`config.mk`:
```
export PLATFORM = sky130hd
export DESIGN_NAME = sprite_loader
export DESIGN_NICKNAME = d
export VERILOG_FILES = /design/src/rtl/sprite_loader.sv
export SDC_FILE = /design/constraint.sdc
export NUM_CORES = 1
export LEC_CHECK = 0
export BUFFER_PORTS_ARGS = -buffer_cell sky130_fd_sc_hd__buf_2
export CAP_MARGIN = 20
export CORE_AREA = 2 2 40 50
export CTS_CLUSTER_DIAMETER = 200
export DETAILED_ROUTE_END_ITERATION = 7
export DIE_AREA = 0 0 42 52
export HOLD_SLACK_MARGIN = 0.02
export PLACE_DENSITY = 0.72
export SLEW_MARGIN = 30
export SYNTH_ARGS = -nofsm -noshare
export SYNTH_HDL_FRONTEND = slang
export SYNTH_SLANG_ARGS = --single-unit
```
`constraint.sdc`:
```
create_clock -name clk -period 2.1 [get_ports clk]
set_input_delay 0.42 -clock clk [delete_from_list [all_inputs] [get_ports clk]]
set_output_delay 0.42 -clock clk [all_outputs]
set_load 0.01 [all_outputs]
```
`src/rtl/sprite_loader.sv`:
```
// sprite_loader: loads a 2-bit-per-pixel sprite image from a byte stream and
// serves combinational pixel reads.
//
// Parameters:
//   SPRITE_W - sprite width in pixels (multiple of 4)
//   SPRITE_H - sprite height in pixels
// Ports:
//   clk         - clock, all state on rising edge
//   rst_n       - asynchronous active-low reset
//   start       - single-cycle request to begin a load (honoured in idle only)
//   abort       - cancels a load in progress
//   in_data     - packed pixel byte, [7:6] is the leftmost pixel
//   in_valid    - in_data valid
//   in_ready    - byte accepted this cycle when in_valid is also high
//   horz, vert  - sprite-relative read column / row
//   draw_sprite - colour code at (horz, vert), 00 = transparent
//   busy        - load in progress
//   loaded      - a complete sprite image is held
//   done        - one-cycle pulse on load completion
module sprite_loader #(
  parameter int unsigned SPRITE_W = 32,
  parameter int unsigned SPRITE_H = 32
) (
  input  logic       clk,
  input  logic       rst_n,
  input  logic       start,
  input  logic       abort,
  input  logic [7:0] in_data,
  input  logic       in_valid,
  output logic       in_ready,
  input  logic [9:0] horz,
  input  logic [9:0] vert,
  output logic [1:0] draw_sprite,
  output logic       busy,
  output logic       loaded,
  output logic       done
);

  localparam int unsigned Total = SPRITE_W * SPRITE_H / 4;
  localparam int unsigned AddrW = (Total > 1) ? $clog2(Total) : 1;
  localparam logic [AddrW-1:0] LastByte = AddrW'(Total - 1);

  typedef enum logic [1:0] {StIdle, StLoad, StDone} state_e;

  state_e           state_q, state_d;
  logic [AddrW-1:0] cnt_q, cnt_d;
  logic             loaded_q, loaded_d;
  logic             wr_en;

  // One byte holds four horizontally adjacent pixels; storage is not reset.
  logic [7:0] mem [Total];

  always_comb begin
    state_d  = state_q;
    cnt_d    = cnt_q;
    loaded_d = loaded_q;
    wr_en    = 1'b0;
    case (state_q)
      StIdle: begin
        // start beats a simultaneous abort; abort has no meaning here.
        if (start) begin
          state_d  = StLoad;
          cnt_d    = '0;
          loaded_d = 1'b0;
        end
      end
      StLoad: begin
        // abort suppresses the write, even on the final byte.
        if (abort) begin
          state_d = StIdle;
          cnt_d   = '0;
        end else if (in_valid) begin
          wr_en = 1'b1;
          cnt_d = cnt_q + 1'b1;
          if (cnt_q == LastByte) begin
            state_d  = StDone;
            loaded_d = 1'b1;
          end
        end
      end
      StDone: state_d = StIdle;
      default: state_d = StIdle;
    endcase
  end

  always_ff @(posedge clk or negedge rst_n) begin
    if (!rst_n) begin
      state_q  <= StIdle;
      cnt_q    <= '0;
      loaded_q <= 1'b0;
    end else begin
      state_q  <= state_d;
      cnt_q    <= cnt_d;
      loaded_q <= loaded_d;
    end
  end

  always_ff @(posedge clk) begin
    if (wr_en) mem[cnt_q] <= in_data;
  end

  assign in_ready = (state_q == StLoad);
  assign busy     = (state_q == StLoad);
  assign done     = (state_q == StDone);
  assign loaded   = loaded_q;

  logic [31:0] pix_idx;
  logic [7:0]  rd_byte;
  logic [1:0]  pix;

  always_comb begin
    pix_idx = 32'(vert) * SPRITE_W + 32'(horz);
    rd_byte = mem[pix_idx[AddrW+1:2]];
    case (pix_idx[1:0])
      2'd0:    pix = rd_byte[7:6];
      2'd1:    pix = rd_byte[5:4];
      2'd2:    pix = rd_byte[3:2];
      default: pix = rd_byte[1:0];
    endcase
    draw_sprite = 2'b00;
    // Out-of-range, not-yet-loaded or uninitialised pixels read as transparent.
    if (loaded_q && (32'(horz) < SPRITE_W) && (32'(vert) < SPRITE_H) &&
        ((^pix) !== 1'bx)) begin
      draw_sprite = pix;
    end
  end

endmodule

```
### Word level (Yosys, flattened, before mapping)

Memory sizes are Yosys's and may differ from the RTL's.
Cells that the tools add are included.

* register bits after elaboration: 11
* RAM bits: 2048
* input bits: 33
* output and inout port bits: 6
* logic and storage cells: 51
* memories: 1

Memory list
* mem: words 256, bits a word 8, rd ports 1, clocked after memory_dff 0, write ports 1, line 51 `logic [7:0] mem [Total];`

* add/subtract/negate cells: 2
* $lt $le $gt $ge: 2
* equality and inequality tests: 12
* mux-type cells: 21
* reductions and logical operators: 10

Operators with widths (count)
* 2-to-1 mux 8 bit: 3
* less-than comparator 10 x 6 -> 1 bit (second input constant): 2
* case mux 8 bit (2 select lines): 1
* adder 10 bit: 1
* 2-to-1 mux 2 bit: 5
* 2-to-1 mux 1 bit: 9
* adder 8 x 1 -> 8 bit (second input constant): 1
* == test 8 bit (second input constant): 1
* inequality test 2 bit (second input constant): 3
* case mux 2 bit (3 select lines): 1
* AND reduction 3 bit: 2
* AND reduction 5 bit: 1
* == test 2 x 1 -> 1 bit (second input constant): 2
* == test 2 bit (second input constant): 2
* logical NOT 2 bit: 2
* case mux 2 bit (2 select lines): 1
* logical AND 1 bit: 3
* inequality test 3 x 2 -> 1 bit (second input constant): 1
* inequality test 3 bit (second input constant): 1
* inequality test 2 x 1 -> 1 bit (second input constant): 1
* case mux 1 bit (2 select lines): 1
* nonzero test 2 bit: 1
* XOR reduction 2 bit: 1
* !== test 1 bit (second input constant): 1

### Logic depth before layout (Yosys ltp)

Gate-level depths: netlist of run 1.

* depth after elaboration: 7
* mapped depth: 4
* mapped depth without buffers: 4

### Worst setup path after synthesis of run 1

OpenSTA, ideal clock, no wires.

* kind: register to output
* from: reg state_q[1]
* to: out in_ready
* data arrival time: 0.957 ns
* required time: 1.680 ns
* path slack: 0.723 ns
* stages on the path, launching flop included: 4
* buffers on the path: 2
* cell sequence: dfrtp_1 > clkbuf_1 > nor2b_1 > buf_4

* longest elaborated chain between the ends: 1

RTL lines
* start: declaration: line 45 `state_e state_q, state_d;`
* start signal: assignment: line 88 `state_q <= StIdle;`
* start signal: assignment: line 92 `state_q <= state_d;`
* == test 2 x 1 -> 1 bit
* end: declaration: line 30 `output logic in_ready,`

No other way between the ends.

### Worst setup path after layout of run 1

* from: reg state_q[1]
* to: reg cnt_q[3]

* longest elaborated chain between the ends: 3
* elaborated cells between the ends (all ways): 7
* those cells by class: 3 x eq/ne; 1 x mux; 3 x reduce/logical

RTL lines
* == test 2 x 1 -> 1 bit / logical NOT 2 bit (equally long branches): line 58 `case (state_q)`
* inequality test 3 bit (no line) (tied with other cells)
* AND reduction 3 bit (no line)
* end signal: assignment: line 93 `cnt_q <= cnt_d;`
* end: declaration: line 46 `logic [AddrW-1:0] cnt_q, cnt_d;`

Parallel ways exist; a longest one is shown, timed or not.
A chain may end at the register's enable or synchronous reset.

==> results of run 1 <==
## registers in the layout (all words and copies together) (netlist names)
register and cells:
cnt_q 8, state_q 2, loaded 1
## layout make-up
| type | count | area [um2] |
|---|---|---|
| fillers | 173 | 1000 |
| multi-input cells | 50 | 338 |
| flip-flops and latches | 11 | 275 |
| repair buffers | 9 | 47.5 |
| clock buffers | 4 | 26.3 |
| well taps | 19 | 23.8 |
| inverters | 2 | 7.51 |
## worst paths after layout
path	from	to	slack [ps]	cells after the start
setup / recovery	state_q[1]	cnt_q[3]	420	3
hold / removal	rst_n	cnt_q[3]	9	1
setup reg to reg	state_q[1]	cnt_q[3]	420	3
hold reg to reg	loaded	loaded	530	2
max in group asynchronous	rst_n	cnt_q[6]	1890	1
min in group clk	start	state_q[0]	450	3
## cells by family (layout without fill, tap and decap cells)
group	count (synthesis)	count (layout)	synth area share (%)
flip-flops	11	11	42.1
AND/OR/NAND/NOR	24	24	24.7
other	1	2	0.574
multiplexers	4	4	6.13
adder cells (fa/ha/maj)	1	1	1.92
AO/OA/AOI/OAI	19	19	17.8
buffers and inverters	8	15	6.70
## metal layers
metal | vias up | wire length (um) | GRT usage (%)
li1 | 266 | - | -
met1 | 263 | 532 | 16.3
met2 | 7 | 687 | 24.5
met5 | - | 0 | 0
met4 | 0 | 14 | 6.45
met3 | 2 | 37 | 2.08
## placed cells by master (no fill, tap or decap), types with 2 or more instances in the layout
cell,n
o21ai_0,7
clkbuf_4,3
o21bai_1,4
conb_1,2
o31ai_1,3
or4_1,4
dfrtp_1,11
nand2_1,2
nand3_1,3
nor2b_1,2
a21oi_1,4
mux2i_1,4
buf_2,8
nor4_1,2
nand2b_1,2
nand4_1,3
inv_1,2
## synth_stat cells (all sizes together)
cell,instances
o21bai,4
nand2,2
and2b,1
conb,1
mux2i,4
buf,5
nand2b,2
inv,2
nor4b,1
dfrtp,11
nand3,3
ha,1
or4,4
o41ai,1
clkbuf,1
nor4,2
o31ai,3
o21ai,7
a21oi,4
nor3,1
nand4,3
nor3b,1
or3b,1
nor2,1
nor2b,2
## power by group
group	internal, mW	switching (mW)	total [mW]
clock network	0.0734	0.0724	0.146
registers	0.220	0.0124	0.232
logic	0.0271	0.0430	0.0700
## metrics by stage
| stage | total power, mW | hold slack, ps | area [um2] | cells |
|---|---|---|---|---|
| finish | 0.448 | 8.75 | 718 | 95 |
| global route | 0.470 | 30.0 | 718 | 95 |
| CTS | 0.450 | 21.3 | 718 | 95 |
| detailed placement | 0.307 | 308 | 692 | 91 |
| global placement | 0.303 | 303 | 692 | 91 |
| floorplan | 0.287 | 124 | 657 | 69 |
==> results by group, run 1 <==
STA
  • Final clock period utilization by the worst path: 80.2%
  • Clock Skew: 2.82 ps
  • Final max-slew violation count: 0
  • Setup total negative slack: 0 ps
  • F_max: 0.594 GHz
  • Relative slew margins: between 40 and 50%
  • Fin. Hold Viols: 0
  • Worst Slack Setup Final: 416 ps
  • Fin crit period: between 1500 and 2000 ps
  • Slew @ Worst Pin: 798 ps
  • Final setup fails: 0
  • RSZ-0062 raised after global routing: false

Pwr
  • VDD IR max: approximately 0.00038 V
  • PD cells: 624 nW/um2
  • Static leakage: 0.299 nW

Flow run
  • Max-cap violations: 0

Global route
  • Largest net degree at the start of global routing: 14
  • Initial antenna violation count: 0
  • GR Util All Layers: 13.8%
  • Grt total ovfl: 0
  • Global-route wire length before repair: approximately 2300 um
  • Vias in the first global route: 540

Detailed routing
  • DRC: 0
  • Routed WL per cell: 13.4 um
  • WL final: 1270 um
  • 1st-pass router iterations: 4
  • Initial DRC count: 3
  • Vias per Instance: 5.66
  • Post-route ant nets: 0
  • DR vias: 538

Setup path
  • Top delay family on crit path: compound AO/OA/AOI/OAI gates
  • Worst EP arrival: 1880 ps
  • Crit-path max FO: 13
  • Worst Path Class, Setup: reg -> reg
  • Worst EP required: 2290 ps
  • Crit-path cells: o21bai_1 -> or4_1 -> a21oi_1
  • Startpoint types: flop
  • Slowest cell on crit path: or4_1
  • Crit path capture type: flop
  • Worst stage delay on the critical path: 540 ps
  • Crit path buf inv count: 0

Synthesis
  • Register area share after synthesis: between 40% and 50%
  • Synth warnings: 0
  • Seq cells post-synth: 11
  • Avg Cell Area, Syn: 9.60 um2
  • Cell area after synthesis: 653 um2
  • Synth cell types: 26
  • Ranking of synthesized cells by area: dfrtp_1 (42%), mux2i_1 (6.1%), o21ai_0 (5.4%)
  • Synth area leader: dfrtp_1
  • Post-synthesis cell count: 68
  • Synth top area share: 42.1%

Floorplanning
  • Core box area: 1720 um2
  • Cell Rows: 17
  • Die height: 52 um
  • Die width: 42 um
  • Die area: 2180 um2
  • Initial Utilization: a little under two fifths
  • I/O pins: 39

CTS
  • CTS Buffer Depth: 2
  • Clock Sink Count: 11
  • CTS tree: done
  • CTS resizes: 0
  • CTS H-tree lvls: 1
  • Hold Buf Count CTS: 0
  • Clock slew seen by the registers of the worst setup and hold paths: 70 ps
  • CTS root buf: clkbuf_4
  • Cts bufs inserted: 3
  • Post-CTS Setup Bufs: 0
  • Clock Latency Late Sink: 260 ps

Layout
  • Antenna diode count: 0
  • Share of cells above drive strength 1: approximately 18%
  • Area growth from synthesis to layout: 9.96%
  • Layout net count: 111
  • Fin util: 41.7%

Place
  • Port Buf Inserts: 8
  • Hpwl dp: 938 um
  • Placer Congestion: 0.798
  • Pre-CTS worst setup slack: 413 ps

Min path
  • Hold Path Class: in -> async

Status
  • Outcome: finished clean
Power figures use the tool's default switching activity.
==> run 2, diff against run 1 <==
Settings changed: CORE_AREA 2 2 40 50 to 2 2 42 52, DIE_AREA 0 0 42 52 to 0 0 44 54, PLACE_DENSITY 0.72 to 0.69.
Clock period 2.1 ns to 1.5 ns, I/O delays scaled along.
==> run 2 against run 1 <==
Compared with the run above:
- register-to-register slack worse by 360 ps
- critical endpoint is now done
- setup slack lost 360 ps
- global-route usage down 0.47 points
- sequential share of layout area decreased by 3.7 points
- sequential cell count unchanged
- clock skew up 6.4 ps
- via count increased by 3.0%
- critical path type is now reg -> out
- non-clock buffer count increased by 5
==> results by group, run 2 (synthesis gave the netlist of run 1 again) <==
CTS
  • Clock slew seen by the registers of the worst setup and hold paths: 70 ps (about the same)
  • Clock Latency Late Sink: 270 ps (about the same)
  • CTS root buf: clkbuf_4
  • CTS tree: done
  • CTS H-tree lvls: 1 (unchanged)
  • CTS Buffer Depth: 2 (unchanged)
  • Clock Sink Count: 11 (unchanged)
  • Cts bufs inserted: 3 (unchanged)

Global route
  • Grt peak-use layer: met2
  • Met1 capacity usage during global routing: 16.0% (-0.29 points)
  • Met3 Usage GRT: 3.02% (+0.94 points)
  • Met2 Track Usage GR: 21.1% (-3.4 points)
  • GR Util All Layers: 13.4% (-0.47 points)
  • Initial antenna violation count: 0 (unchanged)
  • Grt total ovfl: 0 (unchanged)
  • Global-route wire length before repair: 2170 um (-6.3%)
  • Largest net degree at the start of global routing: 14 (unchanged)
  • Vias in the first global route: 471 (-13%)

Setup path
  • Worst EP arrival: 1150 ps (-730 ps)
  • Worst EP required: 1200 ps (-1090 ps)
  • Reg2reg setup slack: 60 ps (-360 ps)
  • Crit-path max FO: 6 (-7)
  • Slowest cell on crit path: dfrtp_1
  • Worst Path Class, Setup: reg -> out
  • Startpoint types: flop
  • R2R Path End: cnt_q[3]
  • Crit path capture type: primary output
  • Crit path buf inv count: 2 (+2)
  • FF-to-FF Start: state_q[1]
  • Top delay family on crit path: flip-flops
  • Crit-path cells: buf_4 -> and2b_1 -> buf_2
  • Worst stage delay on the critical path: 430 ps (-110 ps)
  • Worst reg-to-reg path cell count: 3 (unchanged)

STA
  • F_max: 0.692 GHz
  • Fin crit period: ~1400 ps
  • RSZ-0062 raised after global routing: true
  • Final max-slew violation count: 0 (unchanged)
  • Relative slew margins: 63.9% (+17 points)
  • Worst Slack Setup Final: 54.6 ps (-361 ps)
  • Slew @ Worst Pin: 541 ps (-257 ps)
  • Final clock period utilization by the worst path: 96.4%
  • Clock Skew: 9.25 ps (+6.43 ps)
  • Final setup fails: 0 (unchanged)
  • Fin. Hold Viols: 0 (unchanged)

Status
  • Outcome: finished clean

Detailed routing
  • 1st-pass router iterations: 3 (-1)
  • WL final: 1400 um (+10%)
  • Post-route ant nets: 0 (unchanged)
  • DRC: 0 (unchanged)
  • Initial DRC count: 14 (+11)
  • DR vias: 554 (+3.0%)
  • Routed WL per cell: 13.9 um (+3.6%)
  • Vias per Instance: 5.49 (-3.1%)

Place
  • Placer Congestion: 0.767 (-3.9%)
  • Pre-CTS worst setup slack: -7.48 ps (-421 ps)
  • Hpwl dp: 936 um (-0.28%)
  • Placed Instances: 97 (+6.6%)
  • Port Buf Inserts: 8 (unchanged)

Floorplanning
  • Die height: 54 um (+3.8%)
  • Die width: 44 um (+4.8%)
  • Initial Utilization: 33.7% (-4.2 points)
  • Die area: 2380 um2 (+8.8%)
  • Cell Rows: 18 (+1)
  • I/O pins: 39 (unchanged)
  • Core box area: 1940 um2 (+12%)

Layout
  • Post-Layout Cell Count: 101 (+6.3%)
  • Share of cells above drive strength 1: 32.1% (+14 points)
  • Most frequent cells in the layout: dfrtp_1 (11), buf_2 (8), o21ai_0 (7), buf_4 (5), mux2i_1 (4)
  • Layout net count: 116 (+4.5%)
  • Area growth from synthesis to layout: 21.8%
  • Largest Register: cnt_q
  • Most common cell after layout, fill and taps aside: dfrtp_1
  • Largest register FFs: 8 (unchanged)
  • Antenna diode count: 0 (unchanged)

Pwr
  • PD cells: 829 nW/um2 (+33%)
  • Static leakage: 0.333 nW (+11%)
  • VDD IR max: 0.000535 V (+42%)

Min path
  • WHS Endpoint: state_q[1]
  • Hold path cells: 3
  • Hold Path Origin: in_valid
  • Hold Path Class: in -> reg

Flow run
  • Max-cap violations: 0 (unchanged)
run 2: layer usage:
layer,routed length (um),vias up
met5,0,-
met4,36,0
met3,29,4
met2,732,5
met1,604,266
li1,-,279
run 2: repair_timing:
| item | CTS | global route |
|---|---|---|
| hold buffers | 1 | 0 |
| endpoints found under the hold margin | 11 | 0 |
| setup buffers | 0 | 0 |
| gates resized for setup | 1 | 8 |
| setup endpoints to repair | 3 | 7 |
run 2: stage by stage:
step | utilization, % | total power [mW] | hold slack [ps] | area, um2 | TNS [ps]
2_1_floorplan | - | 0.401 | 4.41 | 657 | 0
3_3_place_gp | 37.7 | 0.445 | 185 | 731 | 0
3_5_place_dp | 37.7 | 0.449 | 187 | 731 | -7.48
4_1_cts | 39.8 | 0.657 | 329 | 771 | 0
5_1_grt | 41.1 | 0.697 | 363 | 796 | -4.78
6_report | 41.1 | 0.660 | 350 | 796 | 0
run 2: final cells by class:
| type | count | area [um2] |
|---|---|---|
| Tap cell | 20 | 25.0 |
| Multi-Input combinational cell | 50 | 374 |
| Inverter | 2 | 7.51 |
| Timing Repair Buffer | 14 | 87.6 |
| Fill cell | 200 | 1140 |
| Sequential cell | 11 | 275 |
| Clock buffer | 4 | 26.3 |
run 2: how the worst max path moves through the flow:
stage                from        to  cells after the start
2_1_floorplan  state_q[0]  cnt_q[0]                      4
3_3_place_gp   state_q[1]  cnt_q[7]                      3
3_5_place_dp   state_q[0]  cnt_q[1]                      4
4_1_cts        state_q[0]  cnt_q[4]                      4
5_1_grt        state_q[1]  cnt_q[3]                      3
6_report       state_q[0]      done                      3
run 2: where the power goes:
| part | switching, mW | internal [mW] | total (mW) |
|---|---|---|---|
| clock | 0.0991 | 0.103 | 0.202 |
| sequential | 0.0124 | 0.308 | 0.320 |
| combinational | 0.0764 | 0.0611 | 0.137 |
run 2: worst reg2reg max path: stages (launching register included):
cell and delay (ps):
dfrtp_1 400, o21bai_2 310, or4_4 530, a21oi_2 140
==> run 3, diff against run 2 <==
Settings changed: GPL_TIMING_DRIVEN set to 0.
Clock period 1.5 ns to 1.3 ns, I/O delays scaled along.
==> run 3 against run 2 <==
Compared with the run above:
- the run now ends with setup timing left
- highest routed layer unchanged
- design area grew 19%
- first-iteration DRC count shrank 36%
- combinational power rose by 58%
- critical endpoint is now cnt_q[0]
==> results by group, run 3 (synthesis gave the netlist of run 1 again) <==
STA
  • Fin crit period: about 1400 ps
  • Final max-slew violation count: 0 (unchanged)
  • Worst Slack Setup Final: -112 ps (-167 ps)
  • Setup total negative slack: -828 ps (-828 ps)
  • Final setup fails: 11 (+11)
  • F_max: 0.708 GHz
  • Fin. Hold Viols: 0 (unchanged)
  • Fin Hold WS: 312 ps (-37.8 ps)
  • Final clock period utilization by the worst path: 109%
  • Clock Skew: 0.553 ps (-8.70 ps)
  • RSZ-0062 raised after global routing: true

Status
  • Failing checks: setup timing
  • Outcome: finished, violations left

Pwr
  • Static leakage: 0.389 nW (+17%)
  • Pint: 0.584 mW (+24%)
  • Comb pwr share: 26.0% (+5.2 points)
  • Psw: 0.253 mW (+34%)
  • PD cells: 886 nW/um2 (+6.9%)
  • VDD IR max: 0.000712 V (+33%)
  • Clock power frac: 29.7% (-0.9 points)
  • Reg power frac: 44.3% (-4.2 points)
  • Switching Share: 30.2% (+1.7 points)

Detailed routing
  • 1st-pass router iterations: 4 (+1)
  • DRC: 0 (unchanged)
  • Initial DRC count: 9 (-5)
  • DR vias: 600 (+8.3%)
  • Vias per Instance: 5.50 (+0.35%)
  • Routed WL per cell: 15.1 um (+8.7%)
  • Post-route ant nets: 0 (unchanged)
  • WL final: 1640 um (+17%)

CTS
  • Clock slew seen by the registers of the worst setup and hold paths: 70 ps (about the same)
  • CTS tree: done
  • CTS Buffer Depth: 2 (unchanged)
  • Cts bufs inserted: 3 (unchanged)
  • Clock Sink Count: 11 (unchanged)
  • CTS root buf: clkbuf_4
  • Clock Latency Late Sink: 280 ps (about the same)
  • CTS H-tree lvls: 1 (unchanged)

Place
  • Hpwl dp: 1020 um (+8.8%)
  • Port Buf Inserts: 8 (unchanged)
  • Pre-CTS worst setup slack: -188 ps (-181 ps)
  • Placer Congestion: 0.825 (+7.5%)
  • Placed Instance Area: 734 um2 (+0.51%)

Layout
  • Share of cells above drive strength 1: 44.9% (+13 points)
  • Most frequent cells in the layout: dfrtp_1 (10), buf_4 (9), o21ai_0 (7), buf_2 (6), buf_6 (5)
  • Area growth from synthesis to layout: 44.6%
  • Layout net count: 124 (+6.9%)
  • Antenna diode count: 0 (unchanged)
  • # fillers: 172 (-14%)
  • Largest register FFs: 8 (unchanged)
  • Largest Register: cnt_q
  • Most common cell after layout, fill and taps aside: dfrtp_1
  • Final Cell Area: 945 um2 (+19%)

Setup path
  • Worst EP arrival: 1630 ps (+480 ps)
  • Worst EP required: 1520 ps (+320 ps)
  • Startpoint types: flop
  • Worst Path Class, Setup: reg -> reg
  • Crit path capture type: flop
  • Crit-path max FO: 8 (+2)

Floorplanning
  • Cell Rows: 18 (unchanged)
  • Die area: 2380 um2 (unchanged)
  • Core box area: 1940 um2 (unchanged)
  • Die width: 44 um (unchanged)
  • I/O pins: 39 (unchanged)
  • Initial Utilization: 33.7% (unchanged)
  • Die height: 54 um (unchanged)

Global route
  • Initial antenna violation count: 0 (unchanged)
  • GR Util All Layers: 15.2% (+1.8 points)
  • Vias in the first global route: 571 (+21%)
  • Largest net degree at the start of global routing: 12 (-2)
  • Grt total ovfl: 0 (unchanged)
  • Global-route wire length before repair: 2620 um (+21%)

Min path
  • Hold Path Class: in -> reg

Flow run
  • Max-cap violations: 0 (unchanged)
-- run 3: cell types whose count changed in the layout (fill, tap and decap cells not counted), moves of 2 or more --
| cell | before | now |
|---|---|---|
| buf_2 | 8 | 6 |
| buf_4 | 5 | 9 |
| buf_6 | 0 | 5 |
| nor4_4 | 0 | 2 |
| o31ai_1 | 3 | 0 |
| o31ai_2 | 0 | 2 |
-- run 3: routing by layer --
metal | vias to the layer above | global-route usage [%] | wire length [um]
met1 | 287 | 18.5 | 672
met5 | - | 0 | 0
met2 | 16 | 25.2 | 886
met3 | 4 | 2.35 | 47
li1 | 293 | - | -
met4 | 0 | 8.59 | 36
-- run 3: worst max-delay path, cell delays in order, from the launching register on --
cell,delay [ps]
dfrtp_2,440
or3b_1,430
or4_1,420
nand2_1,70
-- run 3: repair_timing --
item / 4_1_cts / 5_1_grt
resized for setup: 16 / 10
endpoints found under the hold margin: 11 / 0
pin swaps: 1 / 2
setup endpoints to repair: 11 / 12
hold buffers: 1 / 0
buffers inserted: 7 / 0
-- run 3: path summary, 6_finish.rpt --
kind / from / end / slack, ps / depth (start not counted)
worst min register to register: loaded / loaded / 520 / 2
max in group asynchronous: rst_n / state_q[0] / 660 / 2
worst min-delay path: in_valid / state_q[1] / 310 / 3
worst max register to register: state_q[0] / cnt_q[0] / -110 / 3
worst max-delay path: state_q[0] / cnt_q[0] / -110 / 3
min in group asynchronous: rst_n / cnt_q[4] / 400 / 2
-- run 3: area by class of cell --
cell class              count  area (um2)  share of cell area [%]
flip-flops and latches     11         277                    29.3
plain buffers               6        62.6                    6.62
well taps                  20        25.0                    2.65
multi-input cells          50         432                    45.7
clock buffers               4        26.3                    2.78
inverters                   2        7.51                   0.795
repair buffers             16         115                    12.2
-- run 3: power by group through the flow --
| stage | Sequential, mW | Clock (mW) | Combinational, mW |
|---|---|---|---|
| finish | 0.371 | 0.248 | 0.217 |
| global route | 0.374 | 0.272 | 0.237 |
| detailed placement | 0.381 | 0 | 0.134 |
| global placement | 0.380 | 0 | 0.129 |
| floorplan | 0.377 | 0 | 0.0924 |
| CTS | 0.370 | 0.252 | 0.193 |
-- run 3: per-stage QoR --
step	cells	util, %	power [mW]
2_1_floorplan	69	-	0.469
3_3_place_gp	97	37.9	0.509
3_5_place_dp	97	37.9	0.514
4_1_cts	109	46.4	0.815
5_1_grt	109	48.8	0.884
6_report	109	48.8	0.837
